`config.mk`:
```
export PLATFORM = sky130hd
export DESIGN_NAME = gray_count_src_flat
export DESIGN_NICKNAME = d
export VERILOG_FILES = /design/src/rtl/gray_pkg.sv /design/src/rtl/gray_count_src_if.sv /design/src/rtl/bin2gray_enc.sv /design/src/rtl/gray_count_src.sv /design/src/flat_wrapper.sv
export SDC_FILE = /design/constraint.sdc
export NUM_CORES = 1
export LEC_CHECK = 0
export BUFFER_PORTS_ARGS = -buffer_cell sky130_fd_sc_hd__clkbuf_2
export CAP_MARGIN = 20
export CORE_AREA = 2 2 39 41
export DETAILED_ROUTE_END_ITERATION = 10
export DIE_AREA = 0 0 41 43
export GPL_TIMING_DRIVEN = 0
export HOLD_SLACK_MARGIN = 0.06
export PLACE_DENSITY = 0.72
export SLEW_MARGIN = 40
export SYNTH_ARGS = -nofsm -noshare
export SYNTH_HDL_FRONTEND = slang
export SYNTH_HIERARCHICAL = 1
export SYNTH_SLANG_ARGS = --single-unit
```
`constraint.sdc`:
```
create_clock -name i_clk -period 2.6 [get_ports i_clk]
set_input_delay 0.52 -clock i_clk [delete_from_list [all_inputs] [get_ports i_clk]]
set_output_delay 0.52 -clock i_clk [all_outputs]
set_load 0.02 [all_outputs]
```
`src/rtl/gray_pkg.sv`:
```
// Shared Gray-code helpers for the counter source and the downstream converter.
package gray_pkg;

    localparam int GRAY_W = 4;

    function automatic logic [GRAY_W-1:0] bin2gray(input logic [GRAY_W-1:0] bin);
        return bin ^ (bin >> 1);
    endfunction

endpackage

```
`src/rtl/gray_count_src_if.sv`:
```
// Control inputs plus the Gray code output handshake of gray_count_src.
import gray_pkg::*;

interface gray_count_src_if #(parameter int WIDTH = GRAY_W);
    logic             en;
    logic             up;
    logic             load;
    logic [WIDTH-1:0] load_bin;
    logic [WIDTH-1:0] g;
    logic             g_valid;
    logic             g_ready;
    logic             tc;

    modport master (input en, up, load, load_bin, g_ready, output g, g_valid, tc);
    modport slave  (output en, up, load, load_bin, g_ready, input g, g_valid, tc);
endinterface

```
`src/rtl/bin2gray_enc.sv`:
```
// Combinational binary-to-Gray encoder.
import gray_pkg::*;

module bin2gray_enc #(
    parameter int WIDTH = GRAY_W
) (
    input  logic [WIDTH-1:0] i_bin,
    output logic [WIDTH-1:0] o_g
);
    assign o_g = i_bin ^ (i_bin >> 1);
endmodule

```
`src/rtl/gray_count_src.sv`:
```
// Up/down Gray-code counter with a one-entry registered valid/ready output.
import gray_pkg::*;

module gray_count_src #(
    parameter int WIDTH = GRAY_W,
    parameter bit WRAP  = 1'b1
) (
    input  logic                i_clk,
    input  logic                i_rst,
    gray_count_src_if.master    o_src
);
    localparam logic [WIDTH-1:0] ONES = '1;
    localparam logic [WIDTH-1:0] ZERO = '0;

    logic [WIDTH-1:0] r_bin, r_g;
    logic             r_vld, r_tc;

    logic             w_at_lim, w_adv, w_xfer, w_tc_d;
    logic [WIDTH-1:0] w_bin_step, w_bin_d, w_g_d;

    // A saturating counter parked at its limit issues nothing new.
    assign w_at_lim   = o_src.up ? (r_bin == ONES) : (r_bin == ZERO);
    assign w_adv      = o_src.en && (!r_vld || o_src.g_ready) && (WRAP || !w_at_lim);
    assign w_xfer     = r_vld && o_src.g_ready;
    assign w_bin_step = o_src.up ? r_bin + WIDTH'(1) : r_bin - WIDTH'(1);
    assign w_bin_d    = o_src.load ? o_src.load_bin : w_bin_step;

    always_comb begin
        w_tc_d = 1'b0;
        if (o_src.load)
            w_tc_d = (o_src.load_bin == ONES) || (o_src.load_bin == ZERO);
        else
            w_tc_d = o_src.up ? (w_bin_step == ONES) : (w_bin_step == ZERO);
    end

    bin2gray_enc #(.WIDTH(WIDTH)) u_enc (
        .i_bin (w_bin_d),
        .o_g   (w_g_d)
    );

    always_ff @(posedge i_clk) begin
        if (i_rst) begin
            r_bin <= '0;
            r_g   <= '0;
            r_vld <= 1'b0;
            r_tc  <= 1'b0;
        end else if (o_src.load || w_adv) begin
            r_bin <= w_bin_d;
            r_g   <= w_g_d;
            r_vld <= 1'b1;
            r_tc  <= w_tc_d;
        end else if (w_xfer) begin
            r_vld <= 1'b0;
        end
    end

    assign o_src.g       = r_g;
    assign o_src.g_valid = r_vld;
    assign o_src.tc      = r_tc;
endmodule

```
`src/flat_wrapper.sv`:
```
// flat-port wrapper written by rule: the top's interface ports become plain ports
module gray_count_src_flat 
#(
    parameter int WIDTH = GRAY_W,
    parameter bit WRAP  = 1'b1
)
  (i_clk, i_rst, o_src_en, o_src_up, o_src_load, o_src_load_bin, o_src_g_ready, o_src_g, o_src_g_valid, o_src_tc);
  gray_count_src_if #(.WIDTH(WIDTH)) o_src_i ();
  input  logic i_clk;
  input  logic i_rst;
  input wire logic [$bits(o_src_i.en)-1:0] o_src_en;
  input wire logic [$bits(o_src_i.up)-1:0] o_src_up;
  input wire logic [$bits(o_src_i.load)-1:0] o_src_load;
  input wire logic [$bits(o_src_i.load_bin)-1:0] o_src_load_bin;
  input wire logic [$bits(o_src_i.g_ready)-1:0] o_src_g_ready;
  output wire logic [$bits(o_src_i.g)-1:0] o_src_g;
  output wire logic [$bits(o_src_i.g_valid)-1:0] o_src_g_valid;
  output wire logic [$bits(o_src_i.tc)-1:0] o_src_tc;
  assign o_src_i.en = o_src_en;
  assign o_src_i.up = o_src_up;
  assign o_src_i.load = o_src_load;
  assign o_src_i.load_bin = o_src_load_bin;
  assign o_src_i.g_ready = o_src_g_ready;
  assign o_src_g = o_src_i.g;
  assign o_src_g_valid = o_src_i.g_valid;
  assign o_src_tc = o_src_i.tc;
  gray_count_src #(.WIDTH(WIDTH), .WRAP(WRAP)) u_core (.i_clk(i_clk), .i_rst(i_rst), .o_src(o_src_i));
endmodule
```
==> results of run 1 <==
-- area by class of cell --
cell class,instances,area (um2)
Multi-Input combinational cell,50,393
Timing Repair Buffer,13,65.1
Buffer,3,16.3
Inverter,4,15.0
Clock buffer,4,36.3
Sequential cell,10,200
Fill cell,130,638
Tap cell,16,20.0
-- placed cells by master, fill, tap and decap left out, types with 2 or more instances in the layout --
master / instances
a21oi_1: 7
mux2_2: 2
mux2i_1: 6
dfxtp_1: 10
nand3_1: 2
clkbuf_2: 13
xor2_1: 4
ha_1: 4
inv_1: 4
and3_1: 2
nand2_1: 3
nor2_1: 7
xnor2_1: 2
clkbuf_4: 3
-- through the flow --
stage | util, % | cells | instance area (um2) | power (W)
after floorplan | - | 67 | 624 | 0.000299
after global placement | 51.3 | 96 | 709 | 0.000335
after detailed placement | 51.3 | 96 | 709 | 0.000337
after CTS | 53.9 | 100 | 746 | 0.000479
after global routing | 53.9 | 100 | 746 | 0.000508
final | 53.9 | 100 | 746 | 0.000475
-- worst max path at each step --
stage | startpoint | endpoint | slack (ps) | cells after the start
2_1_floorplan | o_src_up | u_core/o_src.tc$_SDFFE_PP0P_ | 620 | 6
3_3_place_gp | o_src_up | u_core/o_src.g[2]$_SDFFE_PP0P_ | 340 | 10
3_5_place_dp | o_src_up | u_core/o_src.g[3]$_SDFFE_PP0P_ | 330 | 10
4_1_cts | o_src_up | u_core/o_src.g[3]$_SDFFE_PP0P_ | 600 | 10
5_1_grt | o_src_up | u_core/o_src.g[3]$_SDFFE_PP0P_ | 320 | 10
6_report | o_src_up | u_core/o_src.g[2]$_SDFFE_PP0P_ | 590 | 10
-- metal layers --
layer | global-route usage [%] | share of wire, % | up-vias | wire (um)
met1 | 19.5 | 44 | 239 | 538
met3 | 3.14 | 4.4 | 2 | 54
li1 | - | - | 269 | -
met5 | 0 | 0 | - | 0
met2 | 28.7 | 50 | 14 | 614
met4 | 10.0 | 1.1 | 0 | 14
-- report_power, final --
group	internal [W]	switching [W]
clock network	0.0000850	0.0000552
registers	0.000173	0.0000119
logic	0.0000654	0.0000847
total	0.000323	0.000152
-- worst max-delay path, stage by stage --
cell and delay (ps):
clkbuf_2 110, inv_1 90, ha_1 360, a21oi_1 290, a21oi_1 110, o21ai_0 230
nand2_1 120, xor2_1 160, mux2i_1 120, nor2_1 50
-- cells by family after synthesis --
group	share of synthesized area, %
buffers and inverters	5.01
muxes	13.2
and+or+nand+nor	12.8
DFF	32.1
adders and majority gates	11.2
AOI/OAI and AO/OA	17.2
xor gates and xnor gates	8.42
-- registers in the layout (all words and copies together), names as in the netlist --
| register | flops |
|---|---|
| u_core/o_src.g | 4 |
| u_core/r_bin | 4 |
| u_core/o_src.tc | 1 |
| u_core/o_src.g_valid | 1 |
-- cell usage after synthesis --
| master | instances | area share [%] |
|---|---|---|
| dfxtp_1 | 10 | 32 |
| a21oi_1 | 7 | 5.6 |
| nor2_1 | 7 | 4.2 |
| mux2i_1 | 6 | 9.6 |
| ha_1 | 4 | 8.0 |
| inv_1 | 4 | 2.4 |
| xor2_1 | 4 | 5.6 |
| nand2_1 | 3 | 1.8 |
| and3_1 | 2 | 2.0 |
| mux2_2 | 2 | 3.6 |
| nand3_1 | 2 | 1.6 |
| xnor2_1 | 2 | 2.8 |
| a2111o_1 | 1 | 1.8 |
| a211oi_1 | 1 | 1.2 |
| a21oi_4 | 1 | 2.6 |
| a221oi_1 | 1 | 1.4 |
| a221oi_2 | 1 | 2.4 |
| a41oi_1 | 1 | 1.4 |
| buf_1 | 1 | 0.60 |
| buf_2 | 1 | 0.80 |
| buf_4 | 1 | 1.2 |
| fa_1 | 1 | 3.2 |
| nand2b_1 | 1 | 1.0 |
| nand3b_1 | 1 | 1.2 |
| nor4_1 | 1 | 1.0 |
| o21ai_0 | 1 | 0.80 |
==> reports/results.txt, run 1 <==
Status - finished, final reports clean
First-pass GRT wire length - 2.10 mm
Critical path required time - 2740 ps
Final HPWL DP - 919 um
GPL Wtd Cong - 0.729
Iter 0 DRT Violations - 8
Setup_tns - 0 ps
Area Overhead vs Synth - 19.4%
CTS tree - done
Startpoint class of the critical path - input port
HP Class - reg2reg
Syn nets - 82
Setup violations, final - 0
Fin crit share - 77.4%
# diodes - 0
Die Area - 1760 um2
Hold WS - 496 ps
R2R Path Start - u_core/r_bin[0]$_SDFFE_PP0P_
Via/cell ratio - 5.24
Crit Path Class - in2reg
Port Buffers - 13
Die H - 43 um
Top Ports - 16
Slew Limit Headroom - 71.8%
FF-to-FF path depth - 5
Initial Util - 45.1%
Core Region - 1380 um2
GRT overflow - 0
Largest net degree at the start of global routing - 11
Hold depth - 2
DP Worst Slack - 333 ps
Cell row count - 14
CTS max path bufs - 2
DRC viols - 0
Power per cell area - 637 nW/um2
DR vias - 524
Count of final max-slew check failures - 0
CP max FO - 4
RSZ-0062 raised after global routing - no
Final hold viol count - 0
Inserted Clock Buffers - 3
R2r setup slk - 730 ps
Synth unique cells - 26
Clock transition at the registers of the reported paths - 70 ps
Hold-fix buffers at CTS - 0
Post-CTS sizing - 0
Post-CTS Setup Inserts - 0
Die W - 41 um
Later-pin clock latency in the skew report - 260 ps
FMAX - 0.497 GHz
Yosys Warn Count - 6
Antenna violations before repair - 0
Layout cells sized above 1 - 27.4%
Hold Path End - u_core/o_src.g[0]$_SDFFE_PP0P_
Reg2reg end - u_core/o_src.tc$_SDFFE_PP0P_
Vias in the first global route - 536
Pin slew with the least headroom to its limit - 423 ps
Final Skew - 0.435 ps
Clock sinks - 10
Crit path DAT - 2150 ps
Mapped cell area - 624 um2
Routed WL - 1.22 mm
Layout net count - 100
MaxCap Viol Count - 0
Routed WL per cell - 12.2 um
DR pass1 iterations - 4
Crit end category - flop
Worst VDD drop - 0.288 mV
HP Start - u_core/o_src.g[0]$_SDFFE_PP0P_
Cell count after synthesis - 67
DRT antenna net count - 0
H-tree levels - 1
GRT Total Usage - 17.4%
Pleak - 0.339 nW
Final worst setup slack - 589 ps
Post-synthesis sequential area ratio - 32.1%
Synthesized flop and latch total - 10
Root Driver - clkbuf_4
Mean Syn Cell Area - 9.32 um2
Period minus WS final - 2010 ps
Power figures use the tool's default switching activity.
==> inputs of run 2 (changes only) <==
Settings changed: CORE_AREA 2 2 39 41 to 2 2 41 43, DIE_AREA 0 0 41 43 to 0 0 43 45, PLACE_DENSITY 0.72 to 0.68.
Clock period 2.6 ns to 1.8 ns, I/O delays scaled along.
==> reports/results.txt, run 2 (synthesis results as in run 1) <==
Power per cell area - 850 nW/um2 (+33%)
First-pass GRT wire length - 2.31 mm (+9.8%)
GRT overflow - 0 (unchanged)
Pin slew with the least headroom to its limit - 450 ps (+27.3 ps)
Max incr delay on CP - 400 ps (+40 ps)
Final Skew - 3.54 ps (+3.10 ps)
Inserted Clock Buffers - 3 (unchanged)
# diodes - 0 (unchanged)
Final HPWL DP - 998 um (+8.6%)
Period minus WS final - 1790 ps
Setup_tns - 0 ps (unchanged)
Fin crit share - 99.7%
DR vias - 527 (+0.57%)
Antenna violations before repair - 0 (unchanged)
Iter 0 DRT Violations - 3 (-5)
RSZ-0062 raised after global routing - yes
Clock transition at the registers of the reported paths - 60 ps (about the same)
Top Ports - 16 (unchanged)
Initial Util - 42.4% (-2.7 points)
Area Overhead vs Synth - 26.3%
Setup violations, final - 0 (unchanged)
Count of final max-slew check failures - 0 (unchanged)
Storage cell area - 203 um2 (+1.2%)
Most frequent cells in the layout - clkbuf_2, dfxtp_1, nor2_1
Layout cells sized above 1 - 38.6% (+11 points)
Post-route insts no fill - 99 (-1.0%)
Status - finished, final reports clean
Vias in the first global route - 520 (-3.0%)
Final hold viol count - 0 (unchanged)
Critical-path top delay cell - fa_2
DRC viols - 0 (unchanged)
Routed WL per cell - 13.1 um (+6.9%)
GRT Total Usage - 16.5% (-0.96 points)
Root Driver - clkbuf_4
Later-pin clock latency in the skew report - 260 ps (about the same)
Multi-input logic area - 440 um2 (+12%)
Largest net degree at the start of global routing - 11 (unchanged)
Die W - 43 um (+4.9%)
DR pass1 iterations - 2 (-2)
Critical path required time - 1980 ps (-760 ps)
Crit Path Class - reg2reg
MaxCap Viol Count - 0 (unchanged)
# fillers - 147 (+13%)
H-tree levels - 1 (unchanged)
GPL Wtd Cong - 0.801 (+9.8%)
Slew Limit Headroom - 70.0% (-1.8 points)
Core Region - 1470 um2 (+6.3%)
CP max FO - 3 (-1)
Worst VDD drop - 0.431 mV (+49%)
Die H - 45 um (+4.7%)
CP bufs+invs - 0 (-2)
DRT antenna net count - 0 (unchanged)
Crit end category - flop
HP Class - in2reg
Clock sinks - 10 (unchanged)
Most common cell after layout, fill and taps aside - clkbuf_2
Startpoint class of the critical path - flop
Routed WL - 1.29 mm (+5.8%)
FMAX - 0.557 GHz
Total power - 0.000670 W (+41%)
Die Area - 1940 um2 (+9.8%)
Pleak - 0.329 nW (-3.2%)
CTS max path bufs - 2 (unchanged)
CP Cell Sequence - fa_2, xor2_2, nand3b_1, a2111o_1, a221oi_2
Crit path DAT - 1970 ps (-180 ps)
Layout net count - 100 (unchanged)
Placed Cells - 96 (unchanged)
CP top delay family - compound AO/OA/AOI/OAI gates
Cell row count - 14 (unchanged)
Via/cell ratio - 5.32 (+1.6%)
CTS tree - done
Port Buffers - 13 (unchanged)
==> run 2: what timing repair did <==
action / in CTS / in global routing
gates cloned: 0 / 0
setup endpoints to repair: 2 / 5
hold buffers: 0 / 0
gates resized for setup: 2 / 11
setup buffers: 0 / 0
pin swaps: 0 / 2
==> run 2: report_power, final <==
group	internal, W	switching, W
Combinational	0.000111	0.000133
Clock	0.0000772	0.0000754
Sequential	0.000251	0.0000220
==> run 2: path summary, 6_finish.rpt <==
check	startpoint	to	slack [ps]	depth (start not counted)
min	o_src_load	u_core/o_src.tc$_SDFFE_PP0P_	410	2
max reg2reg	u_core/r_bin[1]$_SDFFE_PP0P_	u_core/o_src.tc$_SDFFE_PP0P_	6	5
min reg2reg	u_core/o_src.g[3]$_SDFFE_PP0P_	u_core/o_src.g[3]$_SDFFE_PP0P_	510	2
max	u_core/r_bin[1]$_SDFFE_PP0P_	u_core/o_src.tc$_SDFFE_PP0P_	6	5
==> run 2: per-layer routing <==
layer  track usage, %  vias to the layer above  wire, um
met4             7.27                        0        21
met3             6.00                        4        49
met2             26.4                        9       631
li1                 -                      268         -
met1             20.1                      246       590
met5                0                        -         0
==> run 2: final cells by class <==
cell class                 count  share of cell area, %
sequential                    10                   25.7
multi-input combinational     50                   55.9
timing repair buffer          13                   8.57
buffer                         3                   2.06
tap                           16                   2.54
inverter                       4                   2.38
clock buffer                   3                   2.86
==> run 2: stage by stage <==
step / hold slack, ps / setup WS, ps / util (%) / cell area (um2)
global placement: 477 / -336 / 48.4 / 712
floorplan: 468 / 0.170 / - / 627
global route: 401 / -43.8 / 53.6 / 788
finish: 412 / 5.95 / 53.6 / 788
detailed placement: 497 / -378 / 48.4 / 712
CTS: 402 / 2.75 / 50.2 / 738
==> inputs of run 3 (changes only) <==
Settings changed: CORE_AREA 2 2 41 43 to 2 2 40 42, CTS_BUF_LIST from default to sky130_fd_sc_hd__clkbuf_8, DIE_AREA 0 0 43 45 to 0 0 42 44, PLACE_DENSITY 0.68 to 0.71.
==> reports/results.txt, run 3 (synthesis results as in run 1) <==
Crit Path Class - in2reg
RSZ-0062 raised after global routing - yes
Routed WL - 1.27 mm (-1.8%)
Initial Util - 44.0% (+1.6 points)
Final Skew - 5.56 ps (+2.02 ps)
CP max FO - 4 (+1)
Cell row count - 14 (unchanged)
# fillers - 133 (-9.5%)
Die Area - 1850 um2 (-4.5%)
Vias in the first global route - 521 (+0.19%)
Post-route insts no fill - 100 (+1.0%)
Layout net count - 100 (unchanged)
CP startpoint - o_src_up
Setup violations, final - 1 (+1)
DRT antenna net count - 0 (unchanged)
Root Driver - clkbuf_8
Most frequent cells in the layout - clkbuf_2, dfxtp_1, nor2_1
Critical path required time - 1950 ps (-30 ps)
Routed wl met3 - 37 um (-24%)
Setup_tns - -16.7 ps (-16.7 ps)
Metal2 WL - 662 um (+4.9%)
Reg2reg end - u_core/o_src.tc$_SDFFE_PP0P_
Critical-path top delay cell - a2111o_1
Met1 wire length - 562 um (-4.7%)
Core Region - 1420 um2 (-3.6%)
CP Cell Sequence - buf_6, clkinvlp_4, fa_2, xor2_2, nand3b_1, a2111o_1, a221oi_2
Routed WL per cell - 12.7 um (-2.8%)
DR pass1 iterations - 3 (+1)
Crit path DAT - 1970 ps (about the same)
Highest routed layer - met4
Slew Limit Headroom - 70.9% (+0.95 points)
Via/cell ratio - 5.22 (-1.9%)
Top Ports - 16 (unchanged)
Most common cell after layout, fill and taps aside - clkbuf_2
R2R Path Start - u_core/r_bin[1]$_SDFFE_PP0P_
Largest net degree at the start of global routing - 11 (unchanged)
Pleak - 0.344 nW (+4.6%)
Total power - 0.000795 W (+19%)
R2r setup slk - -10 ps (-20 ps)
Die W - 42 um (-2.3%)
H-tree levels - 1 (unchanged)
Antenna violations before repair - 0 (unchanged)
FMAX - 0.550 GHz (-1.2%)
Dpl cell area - 712 um2 (unchanged)
Port Buffers - 13 (unchanged)
Fin crit share - 101% (+1.3 points)
HP Start - o_src_load
Worst setup endpoint - u_core/o_src.tc$_SDFFE_PP0P_
GRT overflow - 0 (unchanged)
# diodes - 0 (unchanged)
Clock transition at the registers of the reported paths - 50 ps (about the same)
Period minus WS final - 1820 ps (+22.6 ps)
Pin slew with the least headroom to its limit - 436 ps (-14.2 ps)
Inserted Clock Buffers - 3 (unchanged)
Status - complete, but fails checks
Power per cell area - 970 nW/um2 (+14%)
Hold-fix buffers at CTS - 0 (unchanged)
Final worst setup slack - -16.7 ps (-22.6 ps)
Final Instance Area - 820 um2 (+4.0%)
Iter 0 DRT Violations - 7 (+4)
Placed Cells - 96 (unchanged)
GRT Total Usage - 15.7% (-0.78 points)
DR vias - 522 (-0.95%)
Layout cells sized above 1 - 38.1% (-0.46 points)
Worst VDD drop - 0.528 mV (+23%)
Count of final max-slew check failures - 0 (unchanged)
FF-to-FF path depth - 5 (unchanged)
Crit end category - flop
Final hold viol count - 0 (unchanged)
Final HPWL DP - 982 um (-1.6%)
CTS max path bufs - 2 (unchanged)
MaxCap Viol Count - 0 (unchanged)
Max incr delay on CP - 430 ps (+30 ps)
Die H - 44 um (-2.2%)
Area Overhead vs Synth - 31.3%
Later-pin clock latency in the skew report - 230 ps (-30 ps)
CTS tree - done
Clock sinks - 10 (unchanged)
DRC viols - 0 (unchanged)
First-pass GRT wire length - 2.17 mm (-6.3%)
Failing checks - setup timing
GPL Wtd Cong - 0.808 (+0.87%)
Startpoint class of the critical path - input port
HP Class - in2reg
[run 3: report_power, final]
group | internal (W) | switching (W) | total [W]
Combinational | 0.000111 | 0.000130 | 0.000241
Sequential | 0.000251 | 0.0000213 | 0.000273
Clock | 0.000192 | 0.0000886 | 0.000281
Total | 0.000555 | 0.000240 | 0.000795
[run 3: final cells by class]
type	count	area (um2)	share of cell area [%]
buffer	3	16.3	1.98
clock buffer	4	55.1	6.72
inverter	4	18.8	2.29
multi-input combinational	50	435	53.1
tap	16	20.0	2.44
sequential	10	203	24.7
timing repair buffer	13	71.3	8.70
[run 3: through the flow]
stage	setup WS [ps]	hold WS, ps	util (%)
after floorplan	0.170	468	-
after global placement	-336	478	50.2
after detailed placement	-336	492	50.2
after CTS	5.43	427	54.9
after global routing	-83.0	449	57.8
final	-16.7	437	57.8
[run 3: worst min path at each step]
stage               slack [ps]                        endpoint  cells past startpoint
floorplan                  470    u_core/r_bin[2]$_SDFFE_PP0P_                      2
global placement           480  u_core/o_src.g[3]$_SDFFE_PP0P_                      2
detailed placement         490  u_core/o_src.g[3]$_SDFFE_PP0P_                      2
CTS                        430    u_core/o_src.tc$_SDFFE_PP0P_                      2
global route               450    u_core/o_src.tc$_SDFFE_PP0P_                      2
finish                     440    u_core/o_src.tc$_SDFFE_PP0P_                      2
[run 3: critical path: cells and delay by family]
family	cells	cell delay [ps]
simple gates	1	160
compound gates	2	660
xor+xnor	1	160
buf+inv	2	240
fa+ha+maj	1	380
[run 3: layer usage]
metal  GRT usage (%)  vias up
met4            7.74        0
met3            3.75        2
met2            27.2        5
met1            18.2      247
met5               0        -
li1                -      268
[run 3: what timing repair did]
action,in CTS,in global routing
cloned,0,0
gates resized for setup,3,9
pin swaps,0,5
buffers inserted,0,0
setup endpoints to repair,3,4
